**config.mk**
```make
export PLATFORM = sky130hd
export DESIGN_NAME = car_sequencer_flat
export DESIGN_NICKNAME = d
export VERILOG_FILES = /design/src/rtl/car_sequencer_pkg.sv /design/src/rtl/car_sequencer_if.sv /design/src/rtl/car_sequencer.sv /design/src/flat_wrapper.sv
export SDC_FILE = /design/constraint.sdc
export NUM_CORES = 1
export LEC_CHECK = 0
export ABC_AREA = 0
export BUFFER_PORTS_ARGS = -buffer_cell sky130_fd_sc_hd__buf_2
export CAP_MARGIN = 10
export CORE_MARGIN = 2
export CORE_UTILIZATION = 40
export DETAILED_ROUTE_END_ITERATION = 12
export GPL_TIMING_DRIVEN = 1
export PLACE_DENSITY = 0.85
export SYNTH_ARGS = -nofsm -noshare
export SYNTH_HDL_FRONTEND = slang
export SYNTH_SLANG_ARGS = --single-unit
```
**constraint.sdc**
```tcl
create_clock -name clk -period 1.7 [get_ports clk]
set_clock_uncertainty 0.2 [all_clocks]
set_input_delay 0.17 -clock clk [delete_from_list [all_inputs] [get_ports clk]]
set_output_delay 0.17 -clock clk [all_outputs]
set_load 0.01 [all_outputs]
```
**src/rtl/car_sequencer_pkg.sv**
```systemverilog
// -----------------------------------------------------------------------------
// car_sequencer_pkg
// Shared definitions for the CAR microsequencer of the microsequenced MSP430
// core: CAR width, the fixed microsequence entry indices, and the 2-bit
// sequencer state encoding. CarDecoder and the control ROM use the same
// indices, so change them here only.
// -----------------------------------------------------------------------------
package car_sequencer_pkg;

  // Width of the control address (microsequence index).
  localparam int CAR_BITS = 6;

  typedef logic [CAR_BITS-1:0] car_t;

  // Fixed microsequence entry points.
  // CAR_FETCH doubles as CarDecoder's "undefined opcode" answer.
  localparam car_t CAR_FETCH = car_t'(0);
  localparam car_t CAR_RST0  = car_t'(1);
  localparam car_t CAR_INT0  = car_t'(2);
  localparam car_t CAR_MAX   = '1;

  // Sequencer state, 2-bit encoding.
  typedef enum logic [1:0] {
    ST_RST_SEQ = 2'd0,  // running the reset-vector load sequence
    ST_FETCH   = 2'd1,  // car == CAR_FETCH, fetch microword
    ST_EXEC    = 2'd2,  // running an instruction microsequence
    ST_INT_SEQ = 2'd3   // running the interrupt entry sequence
  } seq_state_t;

  // Stepping past the last ROM index is an overrun rather than a wrap.
  function automatic logic car_at_end(input car_t c);
    return (c == CAR_MAX);
  endfunction

  // Interrupts may only be taken at the end of the reset or an instruction
  // sequence, never from fetch or from inside interrupt entry.
  function automatic logic int_allowed(input seq_state_t s);
    return (s == ST_EXEC) || (s == ST_RST_SEQ);
  endfunction

endpackage

```
**src/rtl/car_sequencer_if.sv**
```systemverilog
// -----------------------------------------------------------------------------
// car_sequencer_if
// Bundles the sequencer's decode, control-ROM, flow-control and interrupt
// inputs together with its CAR and pulse outputs.
//
// Flow control: there is no valid/ready pair here. stall is the only
// back-pressure: while stall=1 the sequencer is "not ready", CAR and state
// hold and every pulse (iw_load, int_ack, illegal) is forced low. A pulse is
// only meaningful, and only acted on downstream, on a cycle with stall=0.
//
//   master modport : core side (drives decode/ROM/stall/int_req)
//   slave  modport : sequencer side (drives car, pulses and debug state)
// -----------------------------------------------------------------------------
interface car_sequencer_if;
  import car_sequencer_pkg::*;

  car_t       car_decoded;  // start index decoded from the fetch bus word
  logic       ctl_last;     // current microword ends its sequence
  logic       ctl_branch;   // conditional microbranch taken this cycle
  car_t       ctl_target;   // microbranch destination
  logic       stall;        // memory wait state, freezes the sequencer
  logic       int_req;      // maskable interrupt pending (GIE-qualified)

  car_t       car;          // current control address (registered)
  logic       iw_load;      // pulse: latch fetched word into IW
  logic       int_ack;      // pulse: interrupt accepted
  logic       illegal;      // pulse: undefined opcode or microsequence overrun
  seq_state_t state;        // debug view of the sequencer state

  modport master (
    output car_decoded, ctl_last, ctl_branch, ctl_target, stall, int_req,
    input  car, iw_load, int_ack, illegal, state
  );

  modport slave (
    input  car_decoded, ctl_last, ctl_branch, ctl_target, stall, int_req,
    output car, iw_load, int_ack, illegal, state
  );

endinterface

```
**src/rtl/car_sequencer.sv**
```systemverilog
// -----------------------------------------------------------------------------
// car_sequencer
// Owns the Control Address Register (CAR). On a fetch it jumps to the start
// index supplied by CarDecoder; between fetches it steps, branches, stalls or
// redirects CAR using control-ROM flags and the interrupt request.
//
// Ports:
//   clk    in   core clock, all state changes on the rising edge
//   rst_n  in   asynchronous active-low reset (car -> CAR_RST0, RST_SEQ)
//   bus    slave modport of car_sequencer_if:
//            car_decoded, ctl_last, ctl_branch, ctl_target, stall, int_req in
//            car (registered), iw_load, int_ack, illegal (combinational),
//            state (debug) out
//
// Next-CAR priority, highest first: stall, fetch, ctl_last, ctl_branch, step.
// -----------------------------------------------------------------------------
module car_sequencer
  import car_sequencer_pkg::*;
(
  input  logic            clk,
  input  logic            rst_n,
  car_sequencer_if.slave  bus
);

  seq_state_t r_state;
  car_t       r_car;

  seq_state_t w_next_state;
  car_t       w_next_car;
  logic       w_iw_load;
  logic       w_int_ack;
  logic       w_illegal;

  // Decoder answered "undefined": the fetched word is dropped.
  logic w_fetch_undef;
  // Stepping from the top ROM index would run off the end of the ROM.
  logic w_overrun;
  // Interrupt taken at this sequence end.
  logic w_int_take;

  assign w_fetch_undef = (bus.car_decoded == CAR_FETCH);
  assign w_overrun     = car_at_end(r_car);
  assign w_int_take    = bus.int_req && int_allowed(r_state);

  // ---------------------------------------------------------------------------
  // State register (state + CAR)
  // ---------------------------------------------------------------------------
  always_ff @(posedge clk or negedge rst_n) begin
    if (!rst_n) begin
      r_state <= ST_RST_SEQ;
      r_car   <= CAR_RST0;
    end else begin
      r_state <= w_next_state;
      r_car   <= w_next_car;
    end
  end

  // ---------------------------------------------------------------------------
  // Next-state / next-CAR logic
  // ---------------------------------------------------------------------------
  always_comb begin
    w_next_state = r_state;
    w_next_car   = r_car;
    if (!bus.stall) begin
      case (r_state)
        ST_FETCH: begin
          // ROM flags are meaningless on the fetch microword.
          if (!w_fetch_undef) begin
            w_next_car   = bus.car_decoded;
            w_next_state = ST_EXEC;
          end
        end
        default: begin
          if (bus.ctl_last) begin
            // ctl_last wins over ctl_branch.
            if (w_int_take) begin
              w_next_car   = CAR_INT0;
              w_next_state = ST_INT_SEQ;
            end else begin
              w_next_car   = CAR_FETCH;
              w_next_state = ST_FETCH;
            end
          end else if (bus.ctl_branch) begin
            w_next_car = bus.ctl_target;
          end else if (w_overrun) begin
            w_next_car   = CAR_FETCH;
            w_next_state = ST_FETCH;
          end else begin
            w_next_car = r_car + car_t'(1);
          end
        end
      endcase
    end
  end

  // ---------------------------------------------------------------------------
  // Output pulses: combinational from state and inputs, low while stalled or
  // held in reset.
  // ---------------------------------------------------------------------------
  always_comb begin
    w_iw_load = 1'b0;
    w_int_ack = 1'b0;
    w_illegal = 1'b0;
    if (rst_n && !bus.stall) begin
      case (r_state)
        ST_FETCH: begin
          w_iw_load = 1'b1;
          w_illegal = w_fetch_undef;
        end
        default: begin
          if (bus.ctl_last) begin
            w_int_ack = w_int_take;
          end else if (!bus.ctl_branch) begin
            w_illegal = w_overrun;
          end
        end
      endcase
    end
  end

  assign bus.car     = r_car;
  assign bus.iw_load = w_iw_load;
  assign bus.int_ack = w_int_ack;
  assign bus.illegal = w_illegal;
  assign bus.state   = r_state;

endmodule

```
**src/flat_wrapper.sv**
```systemverilog
// flat-port wrapper written by rule: the top's interface ports become plain ports
module car_sequencer_flat import car_sequencer_pkg::*;
  (clk, rst_n, bus_car_decoded, bus_ctl_last, bus_ctl_branch, bus_ctl_target, bus_stall, bus_int_req, bus_car, bus_iw_load, bus_int_ack, bus_illegal, bus_state);
  car_sequencer_if bus_i ();
  input  logic clk;
  input  logic rst_n;
  input wire logic [$bits(bus_i.car_decoded)-1:0] bus_car_decoded;
  input wire logic [$bits(bus_i.ctl_last)-1:0] bus_ctl_last;
  input wire logic [$bits(bus_i.ctl_branch)-1:0] bus_ctl_branch;
  input wire logic [$bits(bus_i.ctl_target)-1:0] bus_ctl_target;
  input wire logic [$bits(bus_i.stall)-1:0] bus_stall;
  input wire logic [$bits(bus_i.int_req)-1:0] bus_int_req;
  output wire logic [$bits(bus_i.car)-1:0] bus_car;
  output wire logic [$bits(bus_i.iw_load)-1:0] bus_iw_load;
  output wire logic [$bits(bus_i.int_ack)-1:0] bus_int_ack;
  output wire logic [$bits(bus_i.illegal)-1:0] bus_illegal;
  output wire logic [$bits(bus_i.state)-1:0] bus_state;
  assign bus_i.car_decoded = bus_car_decoded;
  assign bus_i.ctl_last = bus_ctl_last;
  assign bus_i.ctl_branch = bus_ctl_branch;
  assign bus_i.ctl_target = bus_ctl_target;
  assign bus_i.stall = bus_stall;
  assign bus_i.int_req = bus_int_req;
  assign bus_car = bus_i.car;
  assign bus_iw_load = bus_i.iw_load;
  assign bus_int_ack = bus_i.int_ack;
  assign bus_illegal = bus_i.illegal;
  assign bus_state = bus_i.state;
  car_sequencer u_core (.clk(clk), .rst_n(rst_n), .bus(bus_i));
endmodule
```
==> results of run 1 <==
==> layer usage <==
| metal | wire (um) | share of wire (%) | global-route usage [%] | vias up |
|---|---|---|---|---|
| met3 | 134 | 5.9 | 2.92 | 10 |
| met5 | 0 | 0 | 0 | - |
| li1 | - | - | - | 399 |
| met4 | 106 | 4.7 | 10.3 | 0 |
| met1 | 909 | 40 | 31.3 | 386 |
| met2 | 1120 | 49 | 45.7 | 42 |
==> metrics by stage <==
step / TNS (ns) / power [uW] / hold slack [ns] / cells
CTS: -0.364 / 1190 / 0.0175 / 144
detailed placement: -1.14 / 965 / -0.165 / 133
floorplan: 0 / 662 / -0.326 / 80
global route: -1.18 / 1420 / 0.0558 / 147
global placement: -0.850 / 947 / -0.169 / 133
finish: -0.565 / 1330 / 0.00722 / 147
==> power groups by stage <==
stage / sequential [uW] / combinational, uW / clock, uW
6_report: 345 / 812 / 172
5_1_grt: 354 / 885 / 177
4_1_cts: 331 / 689 / 167
3_5_place_dp: 331 / 634 / 0
3_3_place_gp: 327 / 620 / 0
2_1_floorplan: 389 / 274 / 0
==> worst min-delay path, delay by kind of cell <==
kind            cells  cell delay, ns
buf+inv             1            0.10
compound gates      1            0.08
simple gates        1            0.08
==> layout make-up <==
cell class / instances / area share, %
inverters: 3 / 1.07
repair buffers: 50 / 30.4
flip-flops and latches: 8 / 19.1
multi-input cells: 66 / 45.1
well taps: 16 / 1.90
clock buffers: 4 / 2.49
==> sequential cells by signal (all words and copies together), names as in the netlist <==
register and flops:
u_core.bus.state 2, u_core.bus.car 6
==> what timing repair did <==
action                     4_1_cts  5_1_grt
cloned                           0        0
setup buffers                    4        3
pin swaps                        4        8
hold buffers                     3        0
hold endpoints to repair        10        0
setup endpoints to repair        2       10
gates resized for setup          5       13
==> worst paths after layout <==
path,startpoint,to,slack [ns]
setup / recovery,u_core.bus.car[0],bus_illegal,-0.17
max in group asynchronous,rst_n,u_core.bus.car[0],0.80
min in group asynchronous,rst_n,u_core.bus.state[0],0.17
hold reg to reg,u_core.bus.car[4],u_core.bus.car[4],0.43
hold / removal,bus_stall,u_core.bus.car[5],0.007
setup reg to reg,u_core.bus.state[1],u_core.bus.car[3],-0.10
==> logic make-up after synthesis <==
group                    after synthesis  share of synthesized area (%)
AO/OA/AOI/OAI                         24                           27.6
AND/OR/NAND/NOR                       38                           28.6
multiplexers                           1                           1.81
flip-flops                             8                           32.4
XOR/XNOR                               2                           2.82
buffers and inverters                  6                           4.83
adder cells (fa/ha/maj)                1                           2.01
==> layout by cell type (no fill, tap or decap), drive strengths merged, types with 2 or more instances in the layout <==
cell type / n
a21oi: 3
a221oi: 2
a31oi: 2
buf: 47
clkbuf: 4
dfrtp: 7
dlygate4sd3: 3
inv: 3
nand2: 11
nand2b: 2
nand3: 5
nor2: 12
nor3: 3
o21ai: 6
xnor2: 2
==> results.json, run 1 <==
{
  "clock-root-buffer": "sky130_fd_sc_hd__clkbuf_4",
  "syn-mean-instance-area_sq_um": 7.77,
  "detailed_place.area_sq_um": 871,
  "synth-edff-count": 0,
  "outcome": "finished, violations left",
  "yosysWarningCount": 0,
  "internal_power_uw": 774,
  "violations": "negative setup slack",
  "die_width_um": 43.4,
  "combinationalPowerShare_pct": 61.1,
  "globalplace.congestion": 0.871,
  "io_buffers": 28,
  "rows": 14,
  "netSwitchingPower_uw": 554,
  "min_path_cells": 3,
  "final-hold-violation-count": 0,
  "synthFlopType": "sky130_fd_sc_hd__dfrtp_1",
  "critical_path.top_delay_family": "flip-flops",
  "first_global_vias": 814,
  "report.final.setup_viol": 8,
  "synth_area_leader_cell": "sky130_fd_sc_hd__dfrtp_1",
  "syn-instance-count": 80,
  "netlist_area_sq_um": 622,
  "dpl.hpwl_um": 1490,
  "crit_fanout": 2,
  "nets": 151,
  "netlist_top_cells_count": "sky130_fd_sc_hd__nor2_1 (12), sky130_fd_sc_hd__nand2_1 (11), sky130_fd_sc_hd__dfrtp_1 (7)",
  "layout_worst_path_cycle_share_pct": 110,
  "number_of_sinks_driven_by_the_clock_tree": 8,
  "required_ns": 1.33,
  "reg2reg_depth": 5,
  "grt_first_pass_wirelength_um": 3610,
  "grt_start_max_net_pins": 14,
  "synth_seq_cells": 8,
  "finish.utilization_pct": 70.8,
  "timing.max_slew.rel_slack_pct": 72.7,
  "final-max-slew-violation-count": 0,
  "max_clock_freq_ghz": 0.536,
  "power_per_cell_area_nw_per_um2": 1260,
  "peakVddDrop_v": 0.000992,
  "multi_input_comb_area_sq_um": 475,
  "setup_ws_ns": -0.167,
  "timing.critical_path.slowest_cell_delay_ns": 0.55,
  "cts_tree": "yes",
  "cp_slowest_cell": "sky130_fd_sc_hd__dfstp_2",
  "crit_chain": "ha_4, nand2_4, nor3_4, a21oi_2, nor2_1, buf_2",
  "synth-seq-area-share_pct": 32.4,
  "timing.critical_path.to_type": "output port",
  "p_seq_share_pct": 25.9,
  "worstSetupPathType": "reg2out",
  "power.clock.fraction_pct": 12.9,
  "yosys.cell_types.count": 34,
  "top_level_ports": 29,
  "rsz0062_at_grt": "true",
  "wl_cell_um": 15.4,
  "synth_async_sr_flop_share_pct": 100,
  "drt.antenna.violating_nets": 0,
  "period_minus_slack_ns": 1.87,
  "initial_utilization_pct": 41.8,
  "post_route_drc_violation_count": 0,
  "yosysTopAreaCellShare_pct": 28.2,
  "avgViaCountPerCell": 5.69,
  "worst-endpoint-arrival_ns": 1.50,
  "number_of_antenna_violations_at_the_first_check_in_global_routing": 0,
  "cts_made_buffers": 3,
  "core_region_area_sq_um": 1490,
  "drv_cap": 0,
  "chipHeight_um": 43.4,
  "layout.filler_cells": 119,
  "die_area_sq_um": 1890,
  "cp_num_buf_inv": 1,
  "mappedNetlistNets": 99,
  "h-tree-depth": 1,
  "routed-via-count": 837,
  "synthMostInstantiatedCell": "sky130_fd_sc_hd__nor2_1",
  "path_clk_slew_ns": 0.06,
  "layout.area.seq_sq_um": 201,
  "drtIter0Drc": 25,
  "cp-start-kind": "register",
  "tightest_slew_ns": 0.407,
  "insertion_delay_ns": 0.27,
  "drive_above_1_share_pct": 50.4,
  "syn2layout_area_growth_pct": 69.6,
  "leakage_uw": 0.000495,
  "crit_cells": 6,
  "grt_util_all_layers_pct": 25.6,
  "route.final.wire_length_um": 2270,
  "n_antenna_cell": 0,
  "switching_share_pct": 41.7,
  "global_route.overflow_total": 0,
  "timing.hold.worst.class": "in2reg",
  "drt_pre_antenna_iters": 4,
  "post-place-ws_ns": -0.187,
  "yosys-top-cells-area": "sky130_fd_sc_hd__dfrtp_1 (28%), sky130_fd_sc_hd__nor2_1 (7.2%), sky130_fd_sc_hd__nand2_1 (6.6%)",
  "clk_path_buf_depth": 2,
  "finalInstanceArea_sq_um": 1050
}
(Power assumes the default switching activity.)
==> inputs of run 2 (changes only) <==
--- a/config.mk
+++ b/config.mk
@@ -9,10 +9,10 @@
 export BUFFER_PORTS_ARGS = -buffer_cell sky130_fd_sc_hd__buf_2
 export CAP_MARGIN = 10
 export CORE_MARGIN = 2
-export CORE_UTILIZATION = 40
+export CORE_UTILIZATION = 25
 export DETAILED_ROUTE_END_ITERATION = 12
 export GPL_TIMING_DRIVEN = 1
-export PLACE_DENSITY = 0.85
+export PLACE_DENSITY = 0.62
 export SYNTH_ARGS = -nofsm -noshare
 export SYNTH_HDL_FRONTEND = slang
 export SYNTH_SLANG_ARGS = --single-unit
==> run 2 against run 1 <==
  * Die area rose by 54%
  * Flip-flop and latch count unchanged
  * Count of clock-buffer cells in the layout is the same
  * Non-clock buffer count rose by 1
  * Setup slack better by 0.017 ns
  * Critical path depth stayed put
  * Power is 4.2% lower
  * The run still ends with negative setup slack left
  * Combinational power shrank 6.3%
  * Cell count rose by 10%
  * Sequential share of layout area grew 0.050 points
  * Utilization down 27 points
  * Register-to-register slack improved by 0.02 ns
==> results.json, run 2 (synthesized netlist as in run 1, its figures left out) <==
{
  "timing.max_slew.rel_slack_pct": 71.4,
  "routed-via-count": 842,
  "die_area_sq_um": 2900,
  "layout.filler_cells": 244,
  "clock-root-buffer": "sky130_fd_sc_hd__clkbuf_4",
  "number_of_sinks_driven_by_the_clock_tree": 8,
  "rsz0062_at_grt": "true",
  "insertion_delay_ns": 0.27,
  "max_ffs_per_register": 6,
  "first_global_vias": 786,
  "worst-endpoint-arrival_ns": 1.48,
  "final-hold-violation-count": 0,
  "layout_common_cells": "sky130_fd_sc_hd__buf_2 (28), sky130_fd_sc_hd__buf_4 (18), sky130_fd_sc_hd__nor2_1 (11)",
  "io_buffers": 28,
  "route.final.wire_length_um": 2220,
  "number_of_antenna_violations_at_the_first_check_in_global_routing": 0,
  "timing.critical_path.slowest_cell_delay_ns": 0.40,
  "avgViaCountPerCell": 5.20,
  "cp-start-kind": "register",
  "critical_path.top_delay_family": "simple AND/OR/NAND/NOR gates",
  "drv_cap": 0,
  "h-tree-depth": 1,
  "cp_slowest_cell": "sky130_fd_sc_hd__dfrtp_1",
  "final_common_cell": "sky130_fd_sc_hd__buf_2",
  "leakage_uw": 0.000494,
  "grt_start_max_net_pins": 14,
  "detailed_place.area_sq_um": 903,
  "drive_above_1_share_pct": 49.2,
  "die_width_um": 53.9,
  "core_region_area_sq_um": 2410,
  "drt.antenna.violating_nets": 0,
  "report.final.setup_viol": 2,
  "timing.critical_path.to_type": "output port",
  "required_ns": 1.33,
  "cts_made_buffers": 3,
  "syn2layout_area_growth_pct": 70.2,
  "drt_pre_antenna_iters": 4,
  "initial_utilization_pct": 25.8,
  "dpl.hpwl_um": 1650,
  "n_antenna_cell": 0,
  "violations": "negative setup slack",
  "finalInstanceArea_sq_um": 1060,
  "multi_input_comb_area_sq_um": 453,
  "post-place-ws_ns": -0.205,
  "timing.hold.worst.class": "in2reg",
  "grt_first_pass_wirelength_um": 3500,
  "top_level_ports": 29,
  "global_route.overflow_total": 0,
  "tightest_slew_ns": 0.423,
  "cp_num_buf_inv": 2,
  "globalplace.congestion": 0.913,
  "peakVddDrop_v": 0.000596,
  "path_clk_slew_ns": 0.06,
  "cts_tree": "yes",
  "post_route_drc_violation_count": 0,
  "chipHeight_um": 53.9,
  "rows": 18,
  "crit_chain": "nand2b_4, buf_4, nor4_2, a21oi_1, nor2_1, buf_2",
  "wl_cell_um": 13.7,
  "worstSetupPathType": "reg2out",
  "period_minus_slack_ns": 1.85,
  "max_clock_freq_ghz": 0.541,
  "crit_fanout": 4,
  "grt_util_all_layers_pct": 17.2,
  "clk_path_buf_depth": 2,
  "layout_worst_path_cycle_share_pct": 109,
  "layout.area.seq_sq_um": 203,
  "nets": 152,
  "final-max-slew-violation-count": 0,
  "drtIter0Drc": 30,
  "setup_ws_ns": -0.150,
  "power_per_cell_area_nw_per_um2": 1200,
  "outcome": "finished, violations left"
}
[run 2: layer usage]
metal	vias to the layer above	GRT usage (%)	wire, um
met3	6	2.50	170
met4	0	10.7	54
met1	391	24.0	1040
met2	43	24.6	960
met5	-	0	0
li1	402	-	-
[run 2: cell type report]
class                   instances  share of cell area [%]
multi-input cells              66                    42.8
repair buffers                 51                    31.0
flip-flops and latches          8                    19.1
well taps                      30                    3.55
clock buffers                   4                    2.48
inverters                       3                    1.06
[run 2: where the power goes]
part / switching, uW / leakage [uW] / total [uW] / internal (uW)
clock network: 80.8 / 0.0000150 / 172 / 90.8
logic: 374 / 0.000385 / 761 / 387
registers: 73.0 / 0.0000931 / 340 / 267
total: 527 / 0.000494 / 1270 / 745
[run 2: tightest hold or removal path, delay by kind of cell]
family,cells,cell delay [ns]
and+or+nand+nor,1,0.08
buffers and inverters,1,0.10
AOI/OAI and AO/OA,1,0.08
[run 2: worst paths after layout]
check                                    start  cells after the start                  end  slack [ns]
max                        u_core.bus.state[1]                      6          bus_illegal       -0.15
max reg2reg                  u_core.bus.car[0]                      6    u_core.bus.car[5]       -0.08
max in group asynchronous                rst_n                      2    u_core.bus.car[0]        0.81
min in group asynchronous                rst_n                      2  u_core.bus.state[1]        0.17
min                                  bus_stall                      3    u_core.bus.car[5]      0.0002
min reg2reg                u_core.bus.state[0]                      2  u_core.bus.state[0]        0.40
[run 2: repair_timing]
action / 4_1_cts / 5_1_grt
resized for setup: 6 / 8
endpoints found under the hold margin: 10 / 0
setup endpoints to repair: 3 / 9
gates cloned: 0 / 0
hold buffers: 3 / 0
setup buffers: 5 / 3
pin swaps: 5 / 8
[run 2: metrics by stage]
step	util [%]	total power (uW)	std cells	TNS [ns]	hold slack [ns]
5_1_grt	43.9	1360	162	-0.703	0.0132
2_1_floorplan	-	662	80	0	-0.326
3_3_place_gp	37.5	978	149	-0.982	-0.162
4_1_cts	42.5	1220	161	-0.370	0.00349
3_5_place_dp	37.5	986	149	-1.23	-0.159
6_report	43.9	1270	162	-0.228	0.000181
